## config.mk

```make
export PLATFORM = sky130hd
export DESIGN_NAME = reg_bank
export DESIGN_NICKNAME = d
export VERILOG_FILES = /design/src/rtl/reg_bank_pkg.sv /design/src/rtl/reg_op_unit.sv /design/src/rtl/reg_bank.sv
export SDC_FILE = /design/constraint.sdc
export NUM_CORES = 1
export LEC_CHECK = 0
export ABC_AREA = 1
export BUFFER_PORTS_ARGS = -buffer_cell sky130_fd_sc_hd__buf_4
export CORE_MARGIN = 3
export CORE_UTILIZATION = 60
export DETAILED_ROUTE_END_ITERATION = 10
export PLACE_DENSITY = 0.92
export SYNTH_ARGS = -nofsm -noshare
export SYNTH_HDL_FRONTEND = slang
export SYNTH_SLANG_ARGS = --single-unit
```

## constraint.sdc

```tcl
create_clock -name clk -period 6.3 [get_ports clk]
set_clock_uncertainty 0.05 [all_clocks]
set_input_delay 0.945 -clock clk [delete_from_list [all_inputs] [get_ports clk]]
set_output_delay 0.945 -clock clk [all_outputs]
set_load 0.05 [all_outputs]
```

## src/rtl/reg_bank_pkg.sv

```systemverilog
// Shared types for the register bank: write-port operation encoding.
package reg_bank_pkg;

  typedef enum logic [2:0] {
    HOLD = 3'd0,
    LOAD = 3'd1,
    INC  = 3'd2,
    DEC  = 3'd3,
    SHL  = 3'd4,
    SHR  = 3'd5,
    ROL  = 3'd6,
    ROR  = 3'd7
  } op_t;

endpackage

```

## src/rtl/reg_op_unit.sv

```systemverilog
// Combinational operate unit: computes the new register value and carry for one op.
module reg_op_unit
  import reg_bank_pkg::*;
#(
  parameter int unsigned WIDTH = 8
) (
  input  logic [WIDTH-1:0] r,
  input  logic [WIDTH-1:0] wdata,
  input  logic             ser_in,
  input  op_t              op,
  output logic [WIDTH-1:0] result,
  output logic             carry_out
);

  always_comb begin
    result    = r;
    carry_out = 1'b0;
    case (op)
      HOLD: ;
      LOAD: result = wdata;
      INC: begin
        result    = r + WIDTH'(1);
        carry_out = &r;
      end
      DEC: begin
        result    = r - WIDTH'(1);
        carry_out = ~|r;
      end
      SHL: begin
        result    = {r[WIDTH-2:0], ser_in};
        carry_out = r[WIDTH-1];
      end
      SHR: begin
        result    = {ser_in, r[WIDTH-1:1]};
        carry_out = r[0];
      end
      ROL: begin
        result    = {r[WIDTH-2:0], r[WIDTH-1]};
        carry_out = r[WIDTH-1];
      end
      ROR: begin
        result    = {r[0], r[WIDTH-1:1]};
        carry_out = r[0];
      end
      default: ;
    endcase
  end

endmodule

```

## src/rtl/reg_bank.sv

```systemverilog
// Working register file: one operate/write port, two combinational read ports,
// registered carry/zero flags and a per-entry dirty map.
module reg_bank
  import reg_bank_pkg::*;
#(
  parameter  int unsigned WIDTH  = 8,
  parameter  int unsigned DEPTH  = 4,
  parameter  bit          BYPASS = 1'b0,
  localparam int unsigned AW     = $clog2(DEPTH)
) (
  input  logic             clk,
  input  logic             clear_n,
  input  logic             sclr,
  input  logic             we,
  input  logic [AW-1:0]    waddr,
  input  logic [2:0]       op,
  input  logic [WIDTH-1:0] wdata,
  input  logic             ser_in,
  input  logic [AW-1:0]    raddr_a,
  input  logic [AW-1:0]    raddr_b,
  output logic [WIDTH-1:0] rdata_a,
  output logic [WIDTH-1:0] rdata_b,
  output logic             carry,
  output logic             zero,
  output logic [DEPTH-1:0] dirty
);

  logic [WIDTH-1:0] regs [DEPTH];
  logic [WIDTH-1:0] cur;
  logic [WIDTH-1:0] result;
  logic             carry_nx;
  logic             waddr_hit;
  logic             wr_en;
  logic [WIDTH-1:0] rd_a;
  logic [WIDTH-1:0] rd_b;
  op_t              op_e;

  assign op_e = op_t'(op);

  // Address decode by loop match keeps out-of-range addresses (non-power-of-2 DEPTH) harmless.
  always_comb begin
    cur       = '0;
    waddr_hit = 1'b0;
    for (int unsigned i = 0; i < DEPTH; i++) begin
      if (waddr == AW'(i)) begin
        cur       = regs[i];
        waddr_hit = 1'b1;
      end
    end
  end

  assign wr_en = we && (op_e != HOLD) && waddr_hit && !sclr;

  reg_op_unit #(.WIDTH(WIDTH)) u_op (
    .r         (cur),
    .wdata     (wdata),
    .ser_in    (ser_in),
    .op        (op_e),
    .result    (result),
    .carry_out (carry_nx)
  );

  always_ff @(posedge clk or negedge clear_n) begin
    if (!clear_n) begin
      for (int unsigned i = 0; i < DEPTH; i++) regs[i] <= '0;
      carry <= 1'b0;
      zero  <= 1'b0;
      dirty <= '0;
    end else if (sclr) begin
      for (int unsigned i = 0; i < DEPTH; i++) regs[i] <= '0;
      carry <= 1'b0;
      zero  <= 1'b0;
      dirty <= '0;
    end else if (wr_en) begin
      for (int unsigned i = 0; i < DEPTH; i++) begin
        if (waddr == AW'(i)) begin
          regs[i]  <= result;
          dirty[i] <= 1'b1;
        end
      end
      carry <= carry_nx;
      zero  <= (result == '0);
    end
  end

  always_comb begin
    rd_a = '0;
    rd_b = '0;
    for (int unsigned i = 0; i < DEPTH; i++) begin
      if (raddr_a == AW'(i)) rd_a = regs[i];
      if (raddr_b == AW'(i)) rd_b = regs[i];
    end
    if (BYPASS && wr_en && (raddr_a == waddr)) rd_a = result;
    if (BYPASS && wr_en && (raddr_b == waddr)) rd_b = result;
  end

  // Gating by clear_n keeps the bypass path from leaking a result while in reset.
  assign rdata_a = clear_n ? rd_a : '0;
  assign rdata_b = clear_n ? rd_b : '0;

endmodule

```

# Word level (Yosys, flattened, before mapping)
# Index checks and enable logic that the tools add are counted.
[op_classes]
add_sub_neg = 2
shifts = 0
multipliers = 0
order_cmp = 0
n_mux = 36
reduce_logical = 23
n_bitwise = 0
n_eq_ne = 16
n_div = 0
[ops]
columns = ["op", "count"]
rows = [
  ["two-way mux 8 bit", 18],
  ["two-way mux 32 bit", 2],
  ["one-hot mux 8 bit (7 select lines)", 1],
  ["equality test 2 bit (second input constant)", 6],
  ["equality test 3 bit (second input constant)", 4],
  ["two-way mux 1 bit", 12],
  ["nonzero test 2 bit", 5],
  ["adder 8 x 1 -> 8 bit (second input constant)", 1],
  ["zero test 8 bit", 1],
  ["two-way mux 4 bit", 2],
  ["AND reduction 2 bit", 4],
  ["AND reduction 8 bit", 1],
  ["OR reduction 8 bit", 1],
  ["subtractor 8 x 1 -> 8 bit (second input constant)", 1],
  ["equality test 2 x 1 -> 1 bit (second input constant)", 3],
  ["equality test 3 x 2 -> 1 bit (second input constant)", 2],
  ["zero test 2 bit", 3],
  ["one-hot mux 1 bit (4 select lines)", 1],
  ["OR reduction 2 bit", 2],
  ["equality test 3 x 1 -> 1 bit (second input constant)", 1],
  ["logical AND 1 bit", 3],
  ["nonzero test 3 bit", 1],
  ["zero test 1 bit", 2],
]
[word_totals]
regBits = 38
mem_bits_ro = 0
output_inout_bits = 22
memories = 0
latchBits = 0
elab_cells = 87
ramBits = 0

# Logic depth before layout (Yosys ltp)
# Gate-level depths: netlist (run 1).
[depth]
depth_word = 10
ltp_mapped = 20
mapped_depth_nobuf = 20

# Cells and area by module
# From an unflattened synthesis (run 1), not the netlist that was laid out.
[unflattened]
hier_cells = 516
hier_area_um2 = 3179.3
[modules_own_cells]
columns = ["mod", "seq_area_each_um2", "n_inst", "cells_per_inst", "area_each_um2"]
rows = [
  ["reg_bank", 950.9, 1, 374, 2458.6],
  ["reg_op_unit", 0.0, 1, 142, 720.7],
]

# Least setup slack after synthesis (run 1)
# OpenSTA, ideal clock, no wires.
[synth_timing]
kind = "input to output"
start = "in raddr_a[0]"
end = "out rdata_a[2]"
stages = 5
t_arrival_ns = 2.722
setup_slack_ns = 2.583
path_cell_list = "clkbuf_1 > nand2_1 > o221ai_1 > a21oi_1 > a211oi_1"
[synth_between]
elab_chain_cells = 6
elab_cells_between_ends = 9
cone_classes = "eq/ne: 3; mux: 5; reduce/logical: 1"
[synth_rtl]
columns = ["item", "line", "rtl"]
rows = [
  ["from (decl)", "reg_bank.sv:19", "input logic [AW-1:0] raddr_a,"],
  ["zero test 2 bit", "reg_bank.sv:90", "if (raddr_a == AW'(i)) rd_a = regs[i];"],
  ["two-way mux 8 bit (3 in a row)", "reg_bank.sv:90", ""],
  ["two-way mux 8 bit (*)", "reg_bank.sv:90", ""],
  ["two-way mux 8 bit (*)", "reg_bank.sv:98", "assign rdata_a = clear_n ? rd_a : '0;"],
  ["to (decl)", "reg_bank.sv:21", "output logic [WIDTH-1:0] rdata_a,"],
]
# Every way passes the cells marked *; elsewhere a longest branch is shown, timed or not.

# Worst setup path in the final report (run 1)
[layout_timing]
start = "in clear_n"
end = "out rdata_a[2]"
[layout_between]
elab_chain_cells = 1
[layout_rtl]
columns = ["item", "line", "rtl"]
rows = [
  ["from (decl)", "reg_bank.sv:12", "input logic clear_n,"],
  ["two-way mux 8 bit", "reg_bank.sv:98", ""],
]
# No other way between the ends.

==> results of run 1 <==
routing by layer:
layer | up-vias | part of all wire | GRT usage
met5 | - | 0 | 0
met4 | 0 | 0.029 | 0.117
met3 | 41 | 0.12 | 0.0847
met2 | 257 | 0.44 | 0.515
met1 | 1627 | 0.40 | 0.451
li1 | 1671 | - | -
power groups by stage:
| stage | clock network, mW | logic [mW] | registers, mW |
|---|---|---|---|
| after detailed placement | 0 | 0.275 | 0.296 |
| after floorplan | 0 | 0.191 | 0.294 |
| after CTS | 0.182 | 0.277 | 0.291 |
| after global placement | 0 | 0.270 | 0.295 |
| after global routing | 0.195 | 0.309 | 0.295 |
| final | 0.182 | 0.285 | 0.293 |
logic make-up (layout without fill, tap and decap cells):
family                   count (synthesis)  in the layout  share of synthesized area
AND/OR/NAND/NOR                        250            250                      0.346
buffers and inverters                   85            125                      0.107
flip-flops                              38             38                      0.307
adder cells (fa/ha/maj)                  7              7                     0.0307
XOR/XNOR                                 2              2                    0.00809
AO/OA/AOI/OAI                          105            105                      0.201
registers in the layout (all words and copies together), names as in the netlist:
name   cells
carry      1
zero       1
regs      32
dirty      4
layout make-up:
class / instances / area (um2) / area share
well taps: 67 / 83.8 / 0.0237
flip-flops and latches: 38 / 951 / 0.268
multi-input cells: 364 / 1810 / 0.512
inverters: 74 / 278 / 0.0784
clock inverters: 2 / 12.5 / 0.00353
clock buffers: 6 / 82.6 / 0.0233
repair buffers: 43 / 323 / 0.0911
critical path, cell delays in order:
cell and delay [ns]:
buf_4 0.42, inv_1 0.38, a211oi_1 0.44, buf_4 0.27
final timing paths:
| kind | startpoint | to | slack [ns] | cells after the start |
|---|---|---|---|---|
| min in group asynchronous | clear_n | regs[28]$_DFFE_PN0P_ | 0.56 | 1 |
| min | regs[29]$_DFFE_PN0P_ | regs[29]$_DFFE_PN0P_ | 0.44 | 2 |
| max reg2reg | regs[16]$_DFFE_PN0P_ | regs[22]$_DFFE_PN0P_ | 3.66 | 15 |
| max in group asynchronous | clear_n | dirty[1]$_DFFE_PN0P_ | 5.27 | 1 |
| max | clear_n | rdata_a[2] | 2.83 | 4 |
| min reg2reg | regs[29]$_DFFE_PN0P_ | regs[29]$_DFFE_PN0P_ | 0.44 | 2 |
placed cells by master (no fill, tap or decap), drive strengths merged:
master and count:
nand2 170, inv 73, o21ai 56, buf 43, dfrtp 38, nand3 29, nor2 29, a21oi 27
o221ai 9, nand4 8, o211ai 6, nor3 6, ha 6, clkbuf 6, nand3b 4, a221oi 2
nor4 2, o21a 2, or2 2, clkinv 2, a211oi 1, a21boi 1, xnor2 1, o22ai 1
xor2 1, fa 1, clkinvlp 1
==> results.json, run 1 <==
{
  "timing.fmax_mhz": 288,
  "dpl.hpwl_mm": 7.43,
  "place_ws_ns": 2.81,
  "gp_congestion": 0.979,
  "routedWlPerCell_um": 16.5,
  "clk_latency_ns": 0.30,
  "hold_viol_final": 0,
  "synth_most_common_cell": "nand2_1",
  "syn-num-nets": 516,
  "ys_seq_elements": 38,
  "end_kind": "primary output",
  "dpl_cell_area_um2": 3450,
  "cts_max_level": 2,
  "grt_setup_unrepaired": "no",
  "grt_max_degree": 43,
  "outcome": "finished clean",
  "fin_area_um2": 3540,
  "synthArstFlopShare": 1.00,
  "critPathMaxFanout": 42,
  "yosysSeqAreaShare": 0.307,
  "placement_rows": 25,
  "holdCritPathClass": "reg -> reg",
  "antenna_found_initial": 0,
  "die_x_um": 77.8,
  "seq_power_share": 0.386,
  "fin_tns_setup_ns": 0,
  "p_comb_frac": 0.375,
  "final-max-slew-violation-count": 0,
  "pwr-share-clk": 0.239,
  "synth.distinct_cells": 36,
  "cts_buffers": 5,
  "max-cap-violations": 0,
  "die_area_um2": 6060,
  "finalNonFillerCells": 594,
  "required_ns": 5.30,
  "vias": 3596,
  "slew_headroom": 0.649,
  "synth_area_leader_cell": "dfrtp_1",
  "fin_crit_sh": 0.551,
  "post_cts_buffers": 0,
  "dr.pass1.iters": 6,
  "synth_top_area_frac": 0.307,
  "holdBufCountCts": 0,
  "n_fill_cell": 406,
  "coreArea_um2": 4850,
  "power_switching_mw": 0.315,
  "drtIter0Drc": 554,
  "synth-edff-count": 0,
  "p_int_mw": 0.444,
  "grt_pass1_vias": 3260,
  "netlist_top_cells_area": "dfrtp_1 31%, nand2_1 20%, inv_1 8.4%, o21ai_0 5.8%, nand3_1 4.5%",
  "synth_commonest_cells": "161 x nand2_1, 69 x inv_1, 38 x dfrtp_1, 36 x o21ai_0, 28 x nand3_1",
  "wl_mm": 9.79,
  "cts_root_buf": "clkbuf_8",
  "clkTransAtPathRegs_ns": 0.08,
  "vdd_drop_max_mv": 0.150,
  "cts_tree": "yes",
  "critPathKind": "in -> out",
  "crit_path_start_kind": "input port",
  "track_usage": 0.333,
  "die_y_um": 77.8,
  "holdWs_ns": 0.441,
  "vias_per_cell": 6.05,
  "io_pins": 44,
  "power.density_nw_per_um2": 214,
  "final_util": 0.731,
  "drive_gt1_frac": 0.148,
  "arrival_ns": 2.47,
  "p_sw_frac": 0.416,
  "ctsResizeCount": 0,
  "fin_ws_ns": 2.83,
  "p_leak_nw": 1.82,
  "period_minus_slack_ns": 3.47,
  "dpl.cell_count": 586,
  "overflow": 0,
  "syn_to_final_growth_pct": 14.5,
  "ys_warn_count": 0,
  "setup_viol": 0,
  "synthFlopType": "dfrtp_1",
  "finalPower_mw": 0.759,
  "numPortBuffers": 43,
  "postRouteAntennaNets": 0,
  "syn_area_per_cell_um2": 6.36,
  "tightest_slew_ns": 0.526,
  "syn_inst": 487,
  "start_util": 0.638,
  "grt_pass1_wl_mm": 15.9,
  "nets": 555,
  "drc": 0,
  "syn_area_um2": 3100,
  "clock_sinks": 38,
  "clk_path_buf_depth": 2,
  "diodes": 0
}
(Power assumes the default switching activity.)
==> run 2: changes to the inputs <==
--- a/config.mk
+++ b/config.mk
@@ -8,9 +8,9 @@
 export ABC_AREA = 1
 export BUFFER_PORTS_ARGS = -buffer_cell sky130_fd_sc_hd__buf_4
 export CORE_MARGIN = 3
-export CORE_UTILIZATION = 60
+export CORE_UTILIZATION = 58
 export DETAILED_ROUTE_END_ITERATION = 10
-export PLACE_DENSITY = 0.92
+export PLACE_DENSITY = 0.9
 export SYNTH_ARGS = -nofsm -noshare
 export SYNTH_HDL_FRONTEND = slang
 export SYNTH_SLANG_ARGS = --single-unit
==> constraint.sdc (replaced) <==
create_clock -name clk -period 3.6 [get_ports clk]
set_clock_uncertainty 0.05 [all_clocks]
set_input_delay 0.54 -clock clk [delete_from_list [all_inputs] [get_ports clk]]
set_output_delay 0.54 -clock clk [all_outputs]
set_load 0.05 [all_outputs]
==> results.json, run 2 (synthesis results as in run 1) <==
{
  "outcome": "finished clean",
  "largest_register_ffs": 32,
  "track_usage": 0.332,
  "tightest_slew_ns": 0.503,
  "dpl.cell_count": 587,
  "numPortBuffers": 43,
  "setup_viol": 0,
  "arrival_ns": 3.04,
  "dpl.hpwl_mm": 7.61,
  "fin_tns_setup_ns": 0,
  "drive_gt1_frac": 0.150,
  "vias_per_cell": 6.07,
  "holdWs_ns": 0.249,
  "antenna_found_initial": 0,
  "start_util": 0.626,
  "gp_congestion": 0.989,
  "hold_viol_final": 0,
  "final_common_cell": "nand2_1",
  "critPathKind": "in -> reg",
  "clk_latency_ns": 0.29,
  "drtIter0Drc": 534,
  "holdBufCountCts": 0,
  "overflow": 0,
  "finalNonFillerCells": 595,
  "die_area_um2": 6250,
  "coreArea_um2": 4940,
  "final-max-slew-violation-count": 0,
  "grt_pass1_vias": 3409,
  "vdd_drop_max_mv": 0.354,
  "routedWlPerCell_um": 16.6,
  "holdCritPathClass": "in -> async",
  "grt_setup_unrepaired": "no",
  "cts_buffers": 5,
  "timing.fmax_mhz": 346,
  "ctsResizeCount": 0,
  "critPathMaxFanout": 12,
  "end_kind": "flop",
  "fin_crit_sh": 0.804,
  "die_x_um": 79.1,
  "grt_pass1_wl_mm": 16.5,
  "fin_area_um2": 3590,
  "power.density_nw_per_um2": 405,
  "crit_path_start_kind": "input port",
  "top_regs": "regs (32), dirty (4)",
  "cts_tree": "yes",
  "post_cts_buffers": 0,
  "largest_register": "regs",
  "nets": 556,
  "dpl_cell_area_um2": 3460,
  "cts_max_level": 2,
  "vias": 3613,
  "required_ns": 3.75,
  "clk_path_buf_depth": 2,
  "clock_sinks": 38,
  "period_minus_slack_ns": 2.89,
  "io_pins": 44,
  "max-cap-violations": 0,
  "grt_max_degree": 42,
  "wl_mm": 9.86,
  "cts_root_buf": "clkbuf_8",
  "slew_headroom": 0.665,
  "clkTransAtPathRegs_ns": 0.08,
  "die_y_um": 79.1,
  "postRouteAntennaNets": 0,
  "drc": 0,
  "placement_rows": 25,
  "diodes": 0,
  "p_leak_nw": 1.84,
  "syn_to_final_growth_pct": 16.1,
  "dr.pass1.iters": 6,
  "final_cell_mix": "161 x nand2_1, 69 x inv_1, 44 x buf_4"
}
## run 2: changes by cell type in the layout (fill, tap and decap cells not counted)
| cell | change |
|---|---|
| clkinv_4 | +1 |
| buf_4 | +1 |
| bufinv_16 | +2 |
| clkinv_2 | -1 |
| clkinvlp_4 | -1 |
| clkbuf_8 | -1 |
## run 2: report_power, final
group,switching (mW),total (mW),internal [mW]
clock,0.162,0.440,0.278
sequential,0.0439,0.517,0.473
combinational,0.347,0.497,0.150
## run 2: cell type report
type                            instances  area (um2)
Fill cell                             456        1350
Multi-Input combinational cell        364        1810
Clock inverter                          3        68.8
Inverter                               74         278
Tap cell                               67        83.8
Clock buffer                            5        68.8
Sequential cell                        38         951
Timing Repair Buffer                   44         330
## run 2: worst paths after layout
| check | slack (ns) | start | end | cells past startpoint |
|---|---|---|---|---|
| min in group clk | 0.45 | carry$_DFFE_PN0P_ | carry$_DFFE_PN0P_ | 2 |
| max in group asynchronous | 2.90 | clear_n | dirty[3]$_DFFE_PN0P_ | 2 |
| worst min-delay path | 0.25 | clear_n | regs[11]$_DFFE_PN0P_ | 2 |
| worst min register to register | 0.45 | carry$_DFFE_PN0P_ | carry$_DFFE_PN0P_ | 2 |
| worst max-delay path | 0.71 | waddr[0] | regs[30]$_DFFE_PN0P_ | 17 |
| worst max register to register | 0.86 | regs[16]$_DFFE_PN0P_ | regs[30]$_DFFE_PN0P_ | 15 |
## run 2: routing by layer
layer	track usage	vias to the layer above	part of all wire
li1	-	1666	-
met1	0.456	1619	0.39
met2	0.538	278	0.45
met3	0.0556	50	0.13
met4	0.0997	0	0.031
met5	0	-	0
## run 2: stage by stage
| stage | utilization | worst slack [ns] | total power, mW |
|---|---|---|---|
| after floorplan | - | 0.693 | 0.849 |
| after global placement | 0.699 | 0.566 | 0.994 |
| after detailed placement | 0.699 | 0.526 | 1.01 |
| after CTS | 0.727 | 0.780 | 1.44 |
| after global routing | 0.727 | 0.499 | 1.52 |
| final | 0.727 | 0.706 | 1.45 |
## run 2: critical path: stages
cell	delay [ns]
buf_4	0.16
inv_1	0.17
o21ai_0	0.11
nand2_1	0.09
nand2_2	0.06
nand2_2	0.15
inv_1	0.12
fa_1	0.48
inv_1	0.09
nand4_1	0.15
nand4_1	0.12
nand3_1	0.12
nand4_1	0.11
nand2_1	0.09
nor2_1	0.27
nand2_1	0.08
o21ai_1	0.12
==> run 3: changes to the inputs <==
==> constraint.sdc (replaced) <==
create_clock -name clk -period 2.8 [get_ports clk]
set_clock_uncertainty 0.05 [all_clocks]
set_input_delay 0.42 -clock clk [delete_from_list [all_inputs] [get_ports clk]]
set_output_delay 0.42 -clock clk [all_outputs]
set_load 0.05 [all_outputs]
==> results.json, run 3 (synthesis results as in run 1) <==
{
  "top_regs": "regs (32), dirty (4)",
  "rrSetupSlack_ns": 0.26,
  "crit_end": "regs[28]$_DFFE_PN0P_",
  "r2r_start": "regs[24]$_DFFE_PN0P_",
  "p_int_mw": 1.02,
  "grt_pass1_wl_mm": 15.7,
  "coreArea_um2": 4940,
  "fin_crit_sh": 0.926,
  "fin_tns_setup_ns": 0,
  "vdd_drop_max_mv": 0.400,
  "routedWlPerCell_um": 15.8,
  "holdCritPathClass": "in -> reg",
  "final-max-slew-violation-count": 0,
  "overflow": 0,
  "top_usage_layer": "met2",
  "die_area_um2": 6250,
  "grt.met1_usage": 0.457,
  "die_y_um": 79.1,
  "final_common_cell": "nand2_1",
  "timing.fmax_mhz": 386,
  "diodes": 0,
  "largest_register": "regs",
  "reg2reg_depth": 15,
  "arrival_ns": 2.74,
  "die_x_um": 79.1,
  "track_usage": 0.319,
  "dpl.cell_count": 598,
  "slew_headroom": 0.685,
  "drtIter0Drc": 367,
  "clock_sinks": 38,
  "cts_tree": "yes",
  "holdBufCountCts": 1,
  "drive_gt1_frac": 0.167,
  "startpoint": "waddr[0]",
  "end_kind": "flop",
  "gp_congestion": 0.953,
  "seq_power_share": 0.383,
  "wl_mm": 9.61,
  "p_sw_frac": 0.407,
  "crit_path_start_kind": "input port",
  "setup_viol": 0,
  "vias": 3628,
  "hold_viol_final": 0,
  "critPathKind": "in -> reg",
  "start_util": 0.626,
  "clk_path_buf_depth": 2,
  "p_comb_frac": 0.386,
  "antenna_found_initial": 0,
  "tightest_slew_ns": 0.471,
  "r2r_end": "regs[28]$_DFFE_PN0P_",
  "cts_root_buf": "clkbuf_8",
  "dpl.hpwl_mm": 7.52,
  "critPathMaxFanout": 12,
  "grt_setup_unrepaired": "no",
  "pwr-share-clk": 0.231,
  "largest_register_ffs": 32,
  "drc": 0,
  "period_minus_slack_ns": 2.59,
  "clkTransAtPathRegs_ns": 0.08,
  "dr.pass1.iters": 6,
  "postRouteAntennaNets": 0,
  "power_switching_mw": 0.704,
  "cts_max_level": 2,
  "final_cell_mix": "161 x nand2_1, 69 x inv_1, 55 x buf_4",
  "n_fill_cell": 430,
  "nets": 568,
  "grt_max_degree": 31,
  "clk_latency_ns": 0.30,
  "vias_per_cell": 5.98,
  "power.density_nw_per_um2": 474,
  "ctsResizeCount": 0,
  "cp_slowest_cell": "fa_1",
  "cp_cell_sequence": "buf_4 -> inv_1 -> o21ai_0 -> nand2_1 -> nand2_2 -> nand2_2 -> inv_1 -> fa_1 -> inv_1 -> nand3_1 -> nand3_1 -> nand3_1 -> nand4_1 -> nand2_1 -> nor2_1 -> nand2_1 -> o21ai_0",
  "post_cts_buffers": 0,
  "numPortBuffers": 43,
  "placement_rows": 25,
  "grtUsageMet2": 0.489,
  "syn_to_final_growth_pct": 17.7,
  "finalNonFillerCells": 607,
  "cp_slowest_stage_delay_ns": 0.49,
  "holdWs_ns": 0.352,
  "final_util": 0.737,
  "finalPower_mw": 1.73,
  "outcome": "finished clean",
  "io_pins": 44,
  "required_ns": 2.95,
  "max-cap-violations": 0,
  "cts_buffers": 5,
  "grt_use_met3": 0.0544,
  "p_leak_nw": 1.88,
  "grt_pass1_vias": 3262
}
run 3: cell types whose count changed in the layout (fill, tap and decap cells not counted):
cell | before | now
dlygate4sd3_1 | 0 | 1
clkbuf_8 | 5 | 6
clkinv_2 | 0 | 1
buf_4 | 44 | 55
clkinvlp_4 | 0 | 1
bufinv_16 | 2 | 0
clkinv_4 | 1 | 0
run 3: worst min path at each step:
stage | startpoint | to | slack [ns] | depth (start not counted)
after global placement | clear_n | regs[19]$_DFFE_PN0P_ | 0.21 | 1
after detailed placement | clear_n | regs[19]$_DFFE_PN0P_ | 0.21 | 1
final | sclr | dirty[2]$_DFFE_PN0P_ | 0.35 | 2
after global routing | sclr | dirty[1]$_DFFE_PN0P_ | 0.36 | 2
after floorplan | clear_n | carry$_DFFE_PN0P_ | 0.07 | 0
after CTS | sclr | dirty[2]$_DFFE_PN0P_ | 0.35 | 2
run 3: through the flow:
stage / area, um2 / worst slack [ns]
detailed placement: 3540 / -0.0337
global placement: 3540 / 0.0179
floorplan: 3100 / 0.133
CTS: 3640 / 0.246
finish: 3640 / 0.207
global route: 3640 / 0.0425
run 3: per-layer routing:
layer,vias up,wire length (um)
li1,1701,-
met1,1651,4100
met2,247,4230
met3,29,1040
met4,0,236
met5,-,0
run 3: power groups by stage:
stage | sequential, mW | combinational, mW | clock (mW)
6_report | 0.661 | 0.667 | 0.399
4_1_cts | 0.658 | 0.655 | 0.400
3_5_place_dp | 0.669 | 0.650 | 0
2_1_floorplan | 0.661 | 0.430 | 0
3_3_place_gp | 0.668 | 0.641 | 0
5_1_grt | 0.665 | 0.732 | 0.423
run 3: critical path: cells and delay by family:
kind,cells,cell delay [ns]
AO/OA/AOI/OAI,2,0.22
adder cells (fa/ha/maj),1,0.49
buffers and inverters,4,0.51
AND/OR/NAND/NOR,10,1.10
run 3: cell type report:
type	instances	area, um2	share of cell area
Sequential cell	38	951	0.261
Tap cell	67	83.8	0.0230
Inverter	74	278	0.0762
Timing Repair Buffer	56	423	0.116
Clock buffer	6	82.6	0.0227
Multi-Input combinational cell	364	1810	0.498
Clock inverter	2	12.5	0.00343
